File: config.mk
export PLATFORM = sky130hd
export DESIGN_NAME = chaos_config_loader
export DESIGN_NICKNAME = d
export VERILOG_FILES = /design/src/rtl/chaos_pkg.sv /design/src/rtl/chaos_shift_word.sv /design/src/rtl/chaos_config_loader.sv
export SDC_FILE = /design/constraint.sdc
export NUM_CORES = 1
export LEC_CHECK = 0
export BUFFER_PORTS_ARGS = -buffer_cell sky130_fd_sc_hd__buf_2
export CELL_PAD_IN_SITES_DETAIL_PLACEMENT = 1
export CELL_PAD_IN_SITES_GLOBAL_PLACEMENT = 2
export CORE_ASPECT_RATIO = 0.9
export CORE_MARGIN = 2
export CORE_UTILIZATION = 40
export DETAILED_ROUTE_END_ITERATION = 7
export PLACE_DENSITY_LB_ADDON = 0.1
export SETUP_SLACK_MARGIN = 0.2
export SKIP_CTS_REPAIR_TIMING = 1
export SLEW_MARGIN = 15
export SYNTH_ARGS = -nofsm -noshare
export SYNTH_HDL_FRONTEND = slang
export SYNTH_SLANG_ARGS = --single-unit
File: constraint.sdc
create_clock -name wb_clk_i -period 7.09 [get_ports wb_clk_i]
set_clock_uncertainty 0.15 [all_clocks]
set_input_delay 1.418 -clock wb_clk_i [delete_from_list [all_inputs] [get_ports wb_clk_i]]
set_output_delay 1.418 -clock wb_clk_i [all_outputs]
set_load 0.1 [all_outputs]
File: src/rtl/chaos_pkg.sv
// chaos_pkg: shared state encoding and word geometry for the chaos config loader
package chaos_pkg;
  localparam int WORD_W = 32;
  localparam int LEN_W = $clog2(WORD_W + 1);
  localparam logic [1:0] S_IDLE = 2'd0;
  localparam logic [1:0] S_FETCH = 2'd1;
  localparam logic [1:0] S_SHIFT = 2'd2;
  localparam logic [1:0] S_LATCH = 2'd3;
endpackage

File: src/rtl/chaos_shift_word.sv
// chaos_shift_word: parallel-load/serial-out word register with serial readback capture
module chaos_shift_word
  import chaos_pkg::*;
(
  input  logic              clk,
  input  logic              rst,
  input  logic              load,
  input  logic              shift,
  input  logic              emit,
  input  logic [LEN_W-1:0]  len,
  input  logic [WORD_W-1:0] din,
  input  logic              sin,
  output logic              sout,
  output logic              last,
  output logic [WORD_W-1:0] rdata,
  output logic              rdata_valid
);
  logic [WORD_W-1:0] sr, cap_nxt;
  logic [WORD_W-2:0] cap;
  logic [LEN_W-1:0] cnt, len_q;
  assign cap_nxt = {sin, cap};
  assign sout = sr[0];
  assign last = cnt == LEN_W'(1);
  // readback enters at the MSB, so a short word is shifted down to right-justify it
  always_ff @(posedge clk or posedge rst)
    if (rst) begin
      sr <= '0;
      cap <= '0;
      cnt <= '0;
      len_q <= '0;
      rdata <= '0;
      rdata_valid <= 1'b0;
    end else begin
      rdata_valid <= emit;
      if (emit) rdata <= cap_nxt >> (LEN_W'(WORD_W) - len_q);
      if (load) begin
        sr <= din;
        cap <= '0;
        cnt <= len;
        len_q <= len;
      end else if (shift) begin
        sr <= sr >> 1;
        cap <= cap_nxt[WORD_W-1:1];
        cnt <= cnt - LEN_W'(1);
      end
    end
endmodule

File: src/rtl/chaos_config_loader.sv
// chaos_config_loader: streams 32-bit words into the cell configuration chain and latches it
module chaos_config_loader
  import chaos_pkg::*;
#(
  parameter int NCELLS = 400,
  parameter int CFGBITS = 16
) (
  input  logic        wb_clk_i,
  input  logic        wb_rst_i,
  input  logic        start,
  input  logic        abort,
  input  logic        word_valid,
  input  logic [31:0] word_data,
  output logic        word_ready,
  output logic        shift_en,
  output logic        shift_data,
  input  logic        shift_rdata,
  output logic        latch,
  output logic [31:0] rdata,
  output logic        rdata_valid,
  output logic        busy,
  output logic        done
);
  localparam int TOTAL = NCELLS * CFGBITS;
  localparam int CW = $clog2(TOTAL + 1);
  logic [1:0] state, state_nxt;
  logic [CW-1:0] bits_sent;
  logic [31:0] rem;
  logic [LEN_W-1:0] len;
  logic hs, last, in_shift, sout;
  assign in_shift = state == S_SHIFT;
  assign rem = 32'(TOTAL) - 32'(bits_sent);
  assign len = rem >= 32'(WORD_W) ? LEN_W'(WORD_W) : rem[LEN_W-1:0];
  assign word_ready = state == S_FETCH && !abort;
  assign hs = word_ready && word_valid;
  assign shift_en = in_shift;
  assign shift_data = in_shift && sout;
  assign latch = state == S_LATCH;
  assign done = state == S_LATCH;
  assign busy = state != S_IDLE;
  // bits_sent already includes the word being shifted, so its end decides FETCH vs LATCH
  always_comb
    state_nxt = abort && busy ? S_IDLE :
                state == S_IDLE ? (start ? S_FETCH : S_IDLE) :
                state == S_FETCH ? (word_valid ? S_SHIFT : S_FETCH) :
                state == S_SHIFT ? (last ? (bits_sent == CW'(TOTAL) ? S_LATCH : S_FETCH) : S_SHIFT) :
                S_IDLE;
  always_ff @(posedge wb_clk_i or posedge wb_rst_i)
    if (wb_rst_i) begin
      state <= S_IDLE;
      bits_sent <= '0;
    end else begin
      state <= state_nxt;
      if (state == S_IDLE && start) bits_sent <= '0;
      else if (hs) bits_sent <= bits_sent + CW'(len);
    end
  chaos_shift_word u_word (
    .clk(wb_clk_i),
    .rst(wb_rst_i),
    .load(hs),
    .shift(in_shift),
    .emit(in_shift && last && !abort),
    .len(len),
    .din(word_data),
    .sin(shift_rdata),
    .sout(sout),
    .last(last),
    .rdata(rdata),
    .rdata_valid(rdata_valid)
  );
endmodule
==> flow_summary.json <==
{
  "clock-sinks": 123,
  "diodes": 0,
  "synth-seq-cells": 123,
  "slew_headroom": 0.256,
  "synthArstFlopShare": 1.00,
  "area_growth_syn_to_layout_pct": 15.3,
  "die_y_um": 131,
  "yosys.area.top_type": "dfrtp_1",
  "tightest_slew_ns": 1.11,
  "fin_tns_setup_ns": 0,
  "total_power_uw": 2280,
  "clkPwrFrac": 0.361,
  "clk_latency_ns": 0.42,
  "grt-ovfl-total": 0,
  "p_int_uw": 1480,
  "coreArea_um2": 17600,
  "antenna_found_initial": 0,
  "ir_worst_vdd_v": 0.000156,
  "setup.worst_path.end_class": "flop",
  "numCtsBuffers": 17,
  "syn_area_per_cell_um2": 9.08,
  "ys.warnings.count": 0,
  "cts_buffer_depth": 2,
  "vias": 6124,
  "drc": 0,
  "hpwlAfterDp_mm": 14.2,
  "startpoint_type": "flop",
  "wl_per_cell_um": 18.8,
  "fillers": 2101,
  "period_share": 0.671,
  "drive_gt1_frac": 0.197,
  "dr.pass1.iters": 5,
  "drt-total-wl_mm": 20.4,
  "syn_inst": 790,
  "rsz0062_at_grt": "no",
  "crit_arrival_ns": 4.89,
  "timing.fmax_mhz": 210,
  "placed_cells": 1056,
  "cp_max_fo": 15,
  "fin_cells": 1088,
  "placed_cell_area_um2": 7710,
  "drt_iter0_drc": 308,
  "gp_congestion": 0.822,
  "power_density_nw_per_um2": 276,
  "clockRootBuffer": "clkbuf_16",
  "grt_pass1_vias": 6310,
  "slew_viol_final": 0,
  "synth_edf_count": 0,
  "boundaryPins": 77,
  "p_leak_uw": 0.00373,
  "rows": 46,
  "p_switching_uw": 798,
  "ys_seq_area_frac": 0.429,
  "die_w_um": 145,
  "nets": 881,
  "hp-class": "flop to flop",
  "fin_area_um2": 8270,
  "sw_frac_of_total": 0.349,
  "synthFlopType": "dfrtp_1",
  "grt_max_degree": 79,
  "min_period_ns": 4.76,
  "path_clk_slew_ns": 0.06,
  "htree_levels": 4,
  "critPathKind": "flop to flop",
  "p_comb_frac": 0.222,
  "maxCapViolations": 0,
  "grt_pass1_wl_mm": 33.8,
  "dieArea_um2": 19000,
  "initial_core_util": 0.407,
  "pwr-share-seq": 0.417,
  "syn-cell-area_um2": 7170,
  "syn-num-nets": 836,
  "cp_data_required_time_ns": 7.22,
  "synth.distinct_cells": 68,
  "ant_nets": 0,
  "hold_viol": 0,
  "grt_usage": 0.223,
  "setup_viol": 0,
  "synth.area.top_cells": "dfrtp_1 43%, nand2_1 11%, mux4_2 6.6%, a21oi_1 4.5%, mux2i_1 3.4%",
  "port_buffers": 76,
  "drt-vias-per-instance": 5.63,
  "status": "finished, final reports clean",
  "tritoncts": "yes",
  "hold-worst-slack_ns": 0.318,
  "synth_top_cell_area_share": 0.429
}
[critical path, stage by stage (launching register included)]
cell	delay, ns
dfrtp_1	0.45
inv_1	0.13
ha_1	0.29
or4b_4	0.53
nor4_2	0.36
a211oi_4	0.10
or4_1	0.71
nor2_1	0.27
ha_1	0.32
a21o_1	0.25
a2111oi_2	0.69
or3_4	0.27
o211ai_1	0.10
[state kept, by name, summed over array words and instances (netlist names)]
signal / count
bits_sent: 13
state: 2
u_word.cap: 31
u_word.cnt: 6
u_word.len_q: 6
u_word.rdata: 32
u_word.rdata_valid: 1
u_word.sr: 32
[cell usage in the layout, fill, tap and decap left out, drive strengths merged, types with 5 or more instances in the layout]
cell type	instances
nor4	6
xor2	8
nand2	206
mux4	21
dfrtp	123
nand2b	5
o21ai	41
o211ai	6
a21oi	64
xnor2	11
o21a	5
o221ai	7
nor2	44
ha	7
mux2	8
clkbuf	19
a22oi	32
and2	7
a211oi	8
nor3b	5
nor3	10
inv	17
a22o	8
a311oi	6
buf	86
mux2i	24
nand3	14
[Yosys cell counts (10+ instances only)]
cell type and number:
a21oi_1 64, nand2_1 206, clkbuf_1 41, dfrtp_1 123, xnor2_1 11, o21ai_0 41
nor2_1 44, nand3_1 14, mux4_2 21, inv_1 10, a22oi_1 31, buf_1 11
mux2i_1 24
[power by group through the flow]
stage | clock network [uW] | registers, uW | logic (uW)
after floorplan | 0 | 943 | 371
after global placement | 0 | 948 | 488
after detailed placement | 0 | 958 | 510
after CTS | 842 | 950 | 514
after global routing | 870 | 971 | 569
final | 824 | 952 | 507
[final timing paths]
kind                                    from            endpoint  slack (ns)  depth (start not counted)
worst max-delay path            bits_sent[1]        bits_sent[5]        2.33                         12
worst min-delay path            u_word.sr[0]        u_word.sr[0]        0.32                          2
worst max register to register  bits_sent[1]        bits_sent[5]        2.33                         12
worst min register to register  u_word.sr[0]        u_word.sr[0]        0.32                          2
max in group asynchronous           wb_rst_i       u_word.cnt[2]        4.52                          3
min in group asynchronous           wb_rst_i  u_word.rdata_valid        1.09                          2
[layout make-up]
type	count	area, um^2	area share
flip-flops and latches	123	3080	0.372
well taps	240	300	0.0363
multi-input cells	595	3840	0.464
inverters	12	47.5	0.00575
clock buffers	19	443	0.0536
clock inverters	13	110	0.0133
repair buffers	86	455	0.0551
[kinds of logic after synthesis]
family          after synthesis  share of synthesized area
buf+inv                      72                     0.0407
xor+xnor                     19                     0.0232
fa+ha+maj                     8                     0.0150
simple gates                316                      0.195
mux                          53                      0.112
compound gates              199                      0.185
flops                       123                      0.429
[routing by layer]
layer	routed length, um	global-route usage	vias up
met5	0	0	-
met4	362	0.0675	0
met3	691	0.0444	23
met2	10000	0.382	112
met1	9340	0.290	3097
li1	-	-	2892
[per-stage QoR]
stage,utilization,worst slack [ns]
after global routing,0.470,2.06
after global placement,0.438,2.60
after floorplan,-,1.78
after CTS,0.469,2.32
final,0.470,2.33
after detailed placement,0.438,2.33
Note: power is estimated with default switching activity, not from simulation.
